--- src/rtl/read_sdram_fifo_burst_if.sv ---
// ---------------------------------------------------------------------------
// read_sdram_fifo_burst_if
// Bundles every non-clock signal of read_sdram_fifo_burst.
//   User request side : rd_start, rd_addr[31:0], rd_burst_num[15:0] in;
//                       dev_idle, rd_done out.
//   User FIFO side    : user_rd_en in; user_data[15:0], user_data_valid,
//                       user_empty out.
//   Memory master side: master_address[31:0], master_read,
//                       master_burstcount[7:0], master_byteenable[1:0] out;
//                       master_waitrequest, master_readdata[15:0],
//                       master_readdatavalid in.
// Modport "master" is the reader block's view; "slave" is the view of
// whatever surrounds it (user logic plus the memory slave).
// ---------------------------------------------------------------------------
interface read_sdram_fifo_burst_if;
    logic        rd_start;
    logic [31:0] rd_addr;
    logic [15:0] rd_burst_num;
    logic        dev_idle;
    logic        rd_done;

    logic        user_rd_en;
    logic [15:0] user_data;
    logic        user_data_valid;
    logic        user_empty;

    logic [31:0] master_address;
    logic        master_read;
    logic [7:0]  master_burstcount;
    logic [1:0]  master_byteenable;
    logic        master_waitrequest;
    logic [15:0] master_readdata;
    logic        master_readdatavalid;

    modport master (
        input  rd_start, rd_addr, rd_burst_num, user_rd_en,
               master_waitrequest, master_readdata, master_readdatavalid,
        output dev_idle, rd_done, user_data, user_data_valid, user_empty,
               master_address, master_read, master_burstcount, master_byteenable
    );

    modport slave (
        output rd_start, rd_addr, rd_burst_num, user_rd_en,
               master_waitrequest, master_readdata, master_readdatavalid,
        input  dev_idle, rd_done, user_data, user_data_valid, user_empty,
               master_address, master_read, master_burstcount, master_byteenable
    );
endinterface

--- src/rtl/read_sdram_fifo_burst.sv ---
// ---------------------------------------------------------------------------
// read_sdram_fifo_burst
// Reads rd_burst_num bursts of 16 x 16-bit beats from a memory slave starting
// at a 32-byte aligned address and buffers them in a 32-word FIFO that the
// user drains with user_rd_en (one-cycle pop latency).
// Ports:
//   clk     : sole clock, rising edge.
//   reset_n : asynchronous active-low reset; aborts any transfer in flight.
//   bus     : read_sdram_fifo_burst_if.master (request, FIFO and memory
//             master signals, see the interface file).
// A burst is only requested while credit (FIFO fill + beats still owed by
// the slave) is at most 16, so a returning burst always fits in the FIFO.
// Build option: define READ_SDRAM_PIPELINE_EN to allow a second burst
// command to be issued back-to-back while the first is still outstanding.
// ---------------------------------------------------------------------------
module read_sdram_fifo_burst (
    input  logic                          clk,
    input  logic                          reset_n,
    read_sdram_fifo_burst_if.master       bus
);

`ifdef READ_SDRAM_PIPELINE_EN
    localparam bit PIPELINE = 1'b1;
`else
    localparam bit PIPELINE = 1'b0;
`endif

    localparam int         DATA_W      = 16;
    localparam logic [5:0] BURST_BEATS = 6'd16;
    localparam logic [5:0] ISSUE_LIMIT = 6'd16;

    typedef enum logic [1:0] {IDLE, REQ, WAIT_DATA, DONE} state_t;

    state_t              r_state;
    logic [31:0]         r_addr;
    logic                r_read;
    logic [15:0]         r_remaining;
    logic [5:0]          r_outstanding;
    logic [5:0]          r_fill;
    logic [4:0]          r_wr_ptr;
    logic [4:0]          r_rd_ptr;
    logic [DATA_W-1:0]   r_mem [32];
    logic [DATA_W-1:0]   r_user_data;
    logic                r_user_valid;
    logic                r_rd_done;
    logic                r_dev_idle;

    logic                w_accept;
    logic                w_push;
    logic                w_pop;
    logic [5:0]          w_credit;
    logic [5:0]          w_out_next;
    logic [5:0]          w_fill_next;
    logic [5:0]          w_credit_next;
    logic [15:0]         w_rem_next;

    assign w_accept      = r_read & ~bus.master_waitrequest;
    // Beats are only accepted while a transfer is active and owes data; this
    // drops stray beats that arrive after a reset aborted a transfer.
    assign w_push        = bus.master_readdatavalid
                         & ((r_state == REQ) || (r_state == WAIT_DATA))
                         & (r_outstanding != 6'd0);
    assign w_pop         = bus.user_rd_en & (r_fill != 6'd0);
    assign w_credit      = r_fill + r_outstanding;
    assign w_out_next    = r_outstanding + (w_accept ? BURST_BEATS : 6'd0) - {5'd0, w_push};
    assign w_fill_next   = r_fill + {5'd0, w_push} - {5'd0, w_pop};
    assign w_credit_next = w_fill_next + w_out_next;
    assign w_rem_next    = r_remaining - {15'd0, w_accept};

    assign bus.master_address    = r_addr;
    assign bus.master_read       = r_read;
    assign bus.master_burstcount = 8'd16;
    assign bus.master_byteenable = 2'b11;
    assign bus.user_data         = r_user_data;
    assign bus.user_data_valid   = r_user_valid;
    assign bus.user_empty        = (r_fill == 6'd0);
    assign bus.rd_done           = r_rd_done;
    assign bus.dev_idle          = r_dev_idle;

    // FIFO storage carries data only and needs no reset.
    always_ff @(posedge clk) begin
        if (w_push) begin
            r_mem[r_wr_ptr] <= bus.master_readdata;
        end
    end

    always_ff @(posedge clk or negedge reset_n) begin
        if (!reset_n) begin
            r_state       <= IDLE;
            r_addr        <= 32'd0;
            r_read        <= 1'b0;
            r_remaining   <= 16'd0;
            r_outstanding <= 6'd0;
            r_fill        <= 6'd0;
            r_wr_ptr      <= 5'd0;
            r_rd_ptr      <= 5'd0;
            r_user_data   <= '0;
            r_user_valid  <= 1'b0;
            r_rd_done     <= 1'b0;
            r_dev_idle    <= 1'b1;
        end else begin
            r_outstanding <= w_out_next;
            r_fill        <= w_fill_next;
            r_user_valid  <= w_pop;

            if (w_push) begin
                r_wr_ptr <= r_wr_ptr + 5'd1;
            end
            if (w_pop) begin
                r_rd_ptr    <= r_rd_ptr + 5'd1;
                r_user_data <= r_mem[r_rd_ptr];
            end

            case (r_state)
                IDLE: begin
                    if (bus.rd_start) begin
                        r_dev_idle <= 1'b0;
                        if (bus.rd_burst_num != 16'd0) begin
                            r_addr      <= bus.rd_addr;
                            r_remaining <= bus.rd_burst_num;
                            r_state     <= REQ;
                        end else begin
                            r_rd_done <= 1'b1;
                            r_state   <= DONE;
                        end
                    end
                end

                REQ: begin
                    if (r_read) begin
                        // While waitrequest is high nothing here changes, so
                        // address and read stay stable until acceptance.
                        if (w_accept) begin
                            r_addr      <= r_addr + 32'd32;
                            r_remaining <= w_rem_next;
                            if (PIPELINE && (w_rem_next != 16'd0)
                                && (w_credit_next <= ISSUE_LIMIT)) begin
                                r_read <= 1'b1;
                            end else begin
                                r_read  <= 1'b0;
                                r_state <= WAIT_DATA;
                            end
                        end
                    end else if (w_credit <= ISSUE_LIMIT) begin
                        r_read <= 1'b1;
                    end
                end

                WAIT_DATA: begin
                    if (w_out_next == 6'd0) begin
                        if (r_remaining != 16'd0) begin
                            r_state <= REQ;
                        end else begin
                            r_rd_done <= 1'b1;
                            r_state   <= DONE;
                        end
                    end
                end

                DONE: begin
                    r_rd_done  <= 1'b0;
                    r_dev_idle <= 1'b1;
                    r_state    <= IDLE;
                end

                default: begin
                    r_state <= IDLE;
                end
            endcase
        end
    end

endmodule

--- src/flat_wrapper.sv ---
// flat-port wrapper written by rule: the top's interface ports become plain ports
module read_sdram_fifo_burst_flat 
  (clk, reset_n, bus_rd_start, bus_rd_addr, bus_rd_burst_num, bus_user_rd_en, bus_master_waitrequest, bus_master_readdata, bus_master_readdatavalid, bus_dev_idle, bus_rd_done, bus_user_data, bus_user_data_valid, bus_user_empty, bus_master_address, bus_master_read, bus_master_burstcount, bus_master_byteenable);
  read_sdram_fifo_burst_if bus_i ();
  input  logic clk;
  input  logic reset_n;
  input wire logic [$bits(bus_i.rd_start)-1:0] bus_rd_start;
  input wire logic [$bits(bus_i.rd_addr)-1:0] bus_rd_addr;
  input wire logic [$bits(bus_i.rd_burst_num)-1:0] bus_rd_burst_num;
  input wire logic [$bits(bus_i.user_rd_en)-1:0] bus_user_rd_en;
  input wire logic [$bits(bus_i.master_waitrequest)-1:0] bus_master_waitrequest;
  input wire logic [$bits(bus_i.master_readdata)-1:0] bus_master_readdata;
  input wire logic [$bits(bus_i.master_readdatavalid)-1:0] bus_master_readdatavalid;
  output wire logic [$bits(bus_i.dev_idle)-1:0] bus_dev_idle;
  output wire logic [$bits(bus_i.rd_done)-1:0] bus_rd_done;
  output wire logic [$bits(bus_i.user_data)-1:0] bus_user_data;
  output wire logic [$bits(bus_i.user_data_valid)-1:0] bus_user_data_valid;
  output wire logic [$bits(bus_i.user_empty)-1:0] bus_user_empty;
  output wire logic [$bits(bus_i.master_address)-1:0] bus_master_address;
  output wire logic [$bits(bus_i.master_read)-1:0] bus_master_read;
  output wire logic [$bits(bus_i.master_burstcount)-1:0] bus_master_burstcount;
  output wire logic [$bits(bus_i.master_byteenable)-1:0] bus_master_byteenable;
  assign bus_i.rd_start = bus_rd_start;
  assign bus_i.rd_addr = bus_rd_addr;
  assign bus_i.rd_burst_num = bus_rd_burst_num;
  assign bus_i.user_rd_en = bus_user_rd_en;
  assign bus_i.master_waitrequest = bus_master_waitrequest;
  assign bus_i.master_readdata = bus_master_readdata;
  assign bus_i.master_readdatavalid = bus_master_readdatavalid;
  assign bus_dev_idle = bus_i.dev_idle;
  assign bus_rd_done = bus_i.rd_done;
  assign bus_user_data = bus_i.user_data;
  assign bus_user_data_valid = bus_i.user_data_valid;
  assign bus_user_empty = bus_i.user_empty;
  assign bus_master_address = bus_i.master_address;
  assign bus_master_read = bus_i.master_read;
  assign bus_master_burstcount = bus_i.master_burstcount;
  assign bus_master_byteenable = bus_i.master_byteenable;
  read_sdram_fifo_burst u_core (.clk(clk), .reset_n(reset_n), .bus(bus_i));
endmodule
--- config.mk ---
export PLATFORM = sky130hd
export DESIGN_NAME = read_sdram_fifo_burst_flat
export DESIGN_NICKNAME = d
export VERILOG_FILES = /design/src/rtl/read_sdram_fifo_burst_if.sv /design/src/rtl/read_sdram_fifo_burst.sv /design/src/flat_wrapper.sv
export SDC_FILE = /design/constraint.sdc
export NUM_CORES = 1
export LEC_CHECK = 0
export CAP_MARGIN = 0
export CELL_PAD_IN_SITES_DETAIL_PLACEMENT = 1
export CELL_PAD_IN_SITES_GLOBAL_PLACEMENT = 2
export CORE_MARGIN = 10
export CORE_UTILIZATION = 40
export DETAILED_ROUTE_END_ITERATION = 16
export PLACE_DENSITY = 0.71
export SYNTH_ARGS = -nofsm -noshare
export SYNTH_HDL_FRONTEND = slang
export SYNTH_SLANG_ARGS = --single-unit
--- constraint.sdc ---
create_clock -name clk -period 3.95 [get_ports clk]
set_input_delay 0.79 -clock clk [delete_from_list [all_inputs] [get_ports clk]]
set_output_delay 0.79 -clock clk [all_outputs]
set_load 0.1 [all_outputs]
==> results.cfg, run 1 <==
[critical_path]
worstPathRequired_ns = 4.46
worstPathArrival_ns = 3.79
crit_fanout = 3
crit_type = reg2reg
crit_path_end_kind = flop
reg2reg_to = u_core.r_state[0]
r2r-start = u_core.r_state[0]
rrSetupSlack_ns = 0.67
cp-start-kind = flop
reg2reg_depth = 14

[die]
row_count = 90
die_y_um = 268
fp.dieW_um = 268
initial_core_util = 0.405
coreArea_um2 = 60600
dieArea_um2 = 71700
ios = 133

[global_route]
grt_pass1_wl_mm = 96.2
grt_usage = 0.181
grt_overflow = 0
grt_pass1_vias = 14546
grt_max_degree = 69
antenna_found_initial = 4

[route]
drtAntennaViolNets = 0
wl_per_cell_um = 26.7
vias = 13650
dr.pass1.iters = 5
finalWirelength_mm = 64.1
top_layer_used = met5
drc_errors = 0
met1_length_mm = 27.6
wl_met2_mm = 30.8
drtIter0Drc = 974
vias_per_cell = 5.69
dr_wl_met3_mm = 4.18

[worst_hold_path]
hp-class = in2async

[run_status]
status = finished clean

[clock_tree]
cts-root-buf = clkbuf_16
h-tree-depth = 3
clock_path_buffers = 3
cts_tree = yes
numCtsBuffers = 67
post_cts_resized = 0
clock_latency_ns = 0.61
clock-sinks = 604
cts_setup_buffers = 0
cts_hold_buf = 0
clk_pin_slew_worst_paths_ns = 0.06

[sta]
tightest_slew_ns = 1.22
finalClockSkew_ns = 0.0255
final-setup-viol-count = 0
hold_viol = 0
rsz0062_at_grt = false
finalMaxSlewViolations = 0
fmax_mhz = 305
finalCriticalPeriod_ns = 3.28
relSlewSlack = 0.187
post-route-period-util = 0.831
setup_tns_ns = 0

[synth]
async_flop_share = 0.152
synth_most_common_cell = edfxtp_1
synth_edf_count = 512
ys_seq_elements = 604
synthTopCellsByArea = edfxtp_1, mux4_2, dfrtp_1, o22ai_1, ha_1
syn_area_um2 = 24500
syn_inst = 1388
synthDominantCellAreaShare = 0.626
synth_warnings = 0
ys_types = 64
synth_ff_type = edfxtp_1
ys_seq_area_frac = 0.720
ys_top_cells_by_count = edfxtp_1, mux4_2, o22ai_1, dfrtp_1, nand2_1
postSynthAreaPerCell_um2 = 17.7
yosys.area.top_type = edfxtp_1

[power]
comb_power_share = 0.374
switching_share = 0.380
ir_worst_vdd_v = 0.000524
switchingPower_mw = 8.82
p_leak_nw = 9.76
total_power_mw = 23.2
clkPwrFrac = 0.267
internal-power_mw = 14.4
power.density_nw_per_um2 = 794
pwr-share-seq = 0.359

[run]
cap_violations = 0

[layout]
area.growth.synth_to_final_pct = 19.1
drive_gt1_frac = 0.206
nets = 1666

[placement]
numPortBuffers = 122
place_congestion = 0.786
dp_hpwl_mm = 40.9
## layer usage
| layer | up-vias | track usage |
|---|---|---|
| li1 | 5935 | - |
| met1 | 7208 | 0.241 |
| met2 | 406 | 0.296 |
| met3 | 97 | 0.0404 |
| met4 | 4 | 0.0499 |
| met5 | - | 0 |
## power groups by stage
stage,sequential (mW),clock (mW),combinational (mW)
2_1_floorplan,10.1,0,4.54
3_3_place_gp,8.41,0,8.66
3_5_place_dp,8.45,0,8.78
4_1_cts,8.33,6.33,8.82
5_1_grt,8.43,6.59,9.34
6_report,8.32,6.18,8.68
## layout by cell type, fill, tap and decap left out, types with 4 or more instances in the layout
| cell | n |
|---|---|
| a21o_1 | 7 |
| nor2_2 | 29 |
| o21ai_1 | 34 |
| xor2_1 | 7 |
| clkinv_2 | 10 |
| buf_12 | 14 |
| mux2i_1 | 9 |
| o21bai_1 | 4 |
| and3_1 | 5 |
| clkdlybuf4s50_1 | 120 |
| dfrtp_1 | 89 |
| inv_1 | 38 |
| clkbuf_16 | 69 |
| clkinv_1 | 6 |
| mux4_2 | 128 |
| nand2_1 | 63 |
| a31oi_1 | 4 |
| a21oi_1 | 58 |
| mux2_1 | 5 |
| or3_1 | 7 |
| clkbuf_1 | 14 |
| or4_1 | 18 |
| nand3_1 | 20 |
| o22ai_1 | 92 |
| nand2b_1 | 4 |
| edfxtp_1 | 512 |
| o21ai_0 | 14 |
| ha_1 | 31 |
| nand4_1 | 13 |
| nor3_1 | 7 |
| clkbuf_8 | 11 |
| buf_4 | 44 |
| conb_1 | 10 |
| nand3b_1 | 5 |
| nor2_1 | 28 |
| and4_1 | 5 |
| xnor2_1 | 13 |
| nor4_1 | 7 |
## critical path, stage by stage (launching register included)
cell	delay (ns)
dfrtp_1	0.37
inv_1	0.09
ha_1	0.32
nand2_1	0.09
a21oi_1	0.06
ha_1	0.21
inv_1	0.06
ha_1	0.17
inv_1	0.07
fa_1	0.54
inv_1	0.05
or3_1	0.38
o41ai_1	0.40
nand3_1	0.21
a21oi_1	0.20
## sequential cells by signal, summed over array words and instances (netlist names)
signal and count:
u_core.bus.master_read 1, u_core.bus.user_data_valid 1, u_core.bus.master_address 32, u_core.r_wr_ptr 5, u_core.r_outstanding 6, u_core.bus.rd_done 1, u_core.bus.user_data 16, u_core.r_remaining 16
u_core.r_rd_ptr 5, u_core.r_mem 512, u_core.r_fill 6, u_core.r_state 2, u_core.bus.dev_idle 1
## cells by family (layout without fill, tap and decap cells)
family / Yosys count / count (layout) / synth area share
AND/OR/NAND/NOR: 230 / 230 / 0.0492
flip-flops: 604 / 604 / 0.720
XOR/XNOR: 20 / 20 / 0.00714
other: 2 / 11 / 0.000306
AO/OA/AOI/OAI: 234 / 234 / 0.0568
buffers and inverters: 120 / 338 / 0.0236
adder cells (fa/ha/maj): 35 / 35 / 0.0188
multiplexers: 143 / 143 / 0.124
## layout make-up
cell class	count	area [um2]
fillers	5691	31400
flip-flops and latches	604	17700
multi-input cells	672	6400
clock buffers	94	1930
repair buffers	178	1810
well taps	782	978
clock inverters	28	269
inverters	38	143
diodes	1	2.50
## metrics by stage
step	util	setup WS (ns)	hold WS, ns	cell area (um2)	cells
finish	0.482	0.669	0.371	29200	2397
global route	0.482	0.388	0.414	29200	2396
CTS	0.482	0.641	0.402	29200	2396
detailed placement	0.446	0.281	0.482	27000	2274
global placement	0.446	0.299	0.470	27000	2274
floorplan	-	0.140	0.463	24600	1396
## worst max path at each step
stage / from / end / slack, ns / cells after the start
floorplan: u_core.r_fill[2] / u_core.r_fill[4] / 0.14 / 17
global route: u_core.r_state[0] / u_core.r_state[0] / 0.39 / 14
detailed placement: bus_master_readdatavalid / u_core.bus.rd_done / 0.28 / 13
global placement: bus_master_readdatavalid / u_core.bus.rd_done / 0.30 / 13
CTS: u_core.r_state[0] / u_core.bus.rd_done / 0.64 / 14
finish: u_core.r_state[0] / u_core.r_state[0] / 0.67 / 14
(Power assumes the default switching activity.)
==> inputs of run 2 (changes only) <==
==> constraint.sdc (replaced) <==
create_clock -name clk -period 3.2 [get_ports clk]
set_input_delay 0.64 -clock clk [delete_from_list [all_inputs] [get_ports clk]]
set_output_delay 0.64 -clock clk [all_outputs]
set_load 0.1 [all_outputs]
==> results.cfg, run 2 (synthesized netlist as in run 1, its figures left out) <==
[sta]
finalMaxSlewViolations = 0
finalCriticalPeriod_ns = 3.07
post-route-period-util = 0.960
fmax_mhz = 326
finalClockSkew_ns = 0.0321
relSlewSlack = 0.282
final-setup-viol-count = 0
tightest_slew_ns = 1.07
hold_viol = 0
setup_tns_ns = 0
holdWs_ns = 0.0823

[layout]
final_design_area_no_fill_um2 = 29600
insertedDiodeCount = 0
final_cells = 2441
drive_gt1_frac = 0.265
area.growth.synth_to_final_pct = 20.6
final_cell_mix = edfxtp_1, buf_4, mux4_2, o22ai_1, dfrtp_1
nets = 1710
final_common_cell = edfxtp_1
top_register = u_core.r_mem
largest_reg_flops = 512

[placement]
place_congestion = 0.770
dp_cells = 2312
dp_hpwl_mm = 40.1
placed_area_um2 = 27200
numPortBuffers = 122

[worst_hold_path]
hp-class = in2async

[global_route]
grt_max_degree = 93
grt_overflow = 0
grt_usage = 0.180
antenna_found_initial = 1
grt_pass1_wl_mm = 96.5
grt_pass1_vias = 14766

[power]
power.density_nw_per_um2 = 987
p_leak_nw = 10.1
ir_worst_vdd_v = 0.000924

[run_status]
status = finished clean

[clock_tree]
numCtsBuffers = 67
cts_tree = yes
h-tree-depth = 3
clk_pin_slew_worst_paths_ns = 0.06
clock_path_buffers = 3
clock-sinks = 604
clock_latency_ns = 0.62
cts-root-buf = clkbuf_16

[critical_path]
rrSetupSlack_ns = 0.13
r2r-start = u_core.r_state[0]
crit_fanout = 3
crit_type = reg2reg
cp-start-kind = flop
reg2reg_depth = 15
crit_path_end_kind = flop
worstPathRequired_ns = 3.68
reg2reg_to = u_core.bus.rd_done
worstPathArrival_ns = 3.55

[route]
finalWirelength_mm = 64.0
dr.pass1.iters = 5
drc_errors = 0
wl_met2_mm = 31.2
top_layer_used = met4
drtIter0Drc = 1096
dr_wl_met3_mm = 3.82
vias_per_cell = 5.66
met1_length_mm = 27.6
drtAntennaViolNets = 0
wl_per_cell_um = 26.2
vias = 13804

[die]
row_count = 90
fp.dieW_um = 268
ios = 133
dieArea_um2 = 71700
coreArea_um2 = 60600
die_y_um = 268
initial_core_util = 0.405

[run]
cap_violations = 0
[run 2: worst max-delay path by stage]
| stage | cells after the start | startpoint | slack [ns] | endpoint |
|---|---|---|---|---|
| 2_1_floorplan | 17 | u_core.r_fill[3] | -0.05 | u_core.r_fill[4] |
| 3_3_place_gp | 14 | bus_master_readdatavalid | -0.27 | u_core.bus.rd_done |
| 3_5_place_dp | 14 | bus_master_readdatavalid | -0.33 | u_core.bus.rd_done |
| 4_1_cts | 15 | u_core.r_state[0] | 0.01 | u_core.bus.rd_done |
| 5_1_grt | 15 | u_core.r_state[0] | -0.03 | u_core.r_state[0] |
| 6_report | 15 | u_core.r_state[0] | 0.13 | u_core.bus.rd_done |
[run 2: worst max-delay path, cell delays in order (launching register included)]
cell and delay [ns]:
dfrtp_1 0.41, inv_2 0.11, ha_4 0.21, nand2_2 0.08
a21oi_2 0.05, ha_1 0.21, inv_1 0.07, ha_2 0.17
inv_1 0.05, fa_1 0.50, inv_1 0.05, or3_1 0.33
o41ai_2 0.30, buf_4 0.17, o211ai_1 0.11, mux2i_1 0.14
[run 2: routing by layer]
metal | global-route usage | vias up
li1 | - | 6021
met3 | 0.0349 | 90
met1 | 0.242 | 7288
met4 | 0.0518 | 0
met5 | 0 | -
met2 | 0.294 | 405
[run 2: per-stage QoR]
| step | power (mW) | worst slack [ns] | util |
|---|---|---|---|
| 2_1_floorplan | 18.1 | -0.0475 | - |
| 3_3_place_gp | 21.2 | -0.272 | 0.449 |
| 3_5_place_dp | 21.4 | -0.334 | 0.449 |
| 4_1_cts | 29.5 | 0.00991 | 0.487 |
| 5_1_grt | 30.7 | -0.0321 | 0.489 |
| 6_report | 29.2 | 0.128 | 0.489 |
[run 2: cell type report]
class                   count  area, um2
well taps                 782        978
inverters                  38        148
fillers                  5744      31000
flip-flops and latches    604      17700
repair buffers            222       2010
clock inverters            41        512
multi-input cells         672       6480
clock buffers              82       1780
[run 2: what timing repair did]
item	CTS	global route
pin swaps	0	5
hold endpoints to repair	0	0
setup buffers	0	6
hold buffers	0	0
endpoints found under the setup margin	3	3
gates resized for setup	1	10
[run 2: report_power, final]
| part | switching (mW) | internal (mW) |
|---|---|---|
| logic | 6.86 | 4.01 |
| clock network | 3.23 | 4.75 |
| registers | 0.963 | 9.41 |
==> inputs of run 3 (changes only) <==
--- a/config.mk
+++ b/config.mk
@@ -15,3 +15,4 @@
 export SYNTH_ARGS = -nofsm -noshare
 export SYNTH_HDL_FRONTEND = slang
 export SYNTH_SLANG_ARGS = --single-unit
+export TNS_END_PERCENT = 5
==> results of run 3 <==
Same layout as run 2: the final DEF is identical, and so are final timing and power.
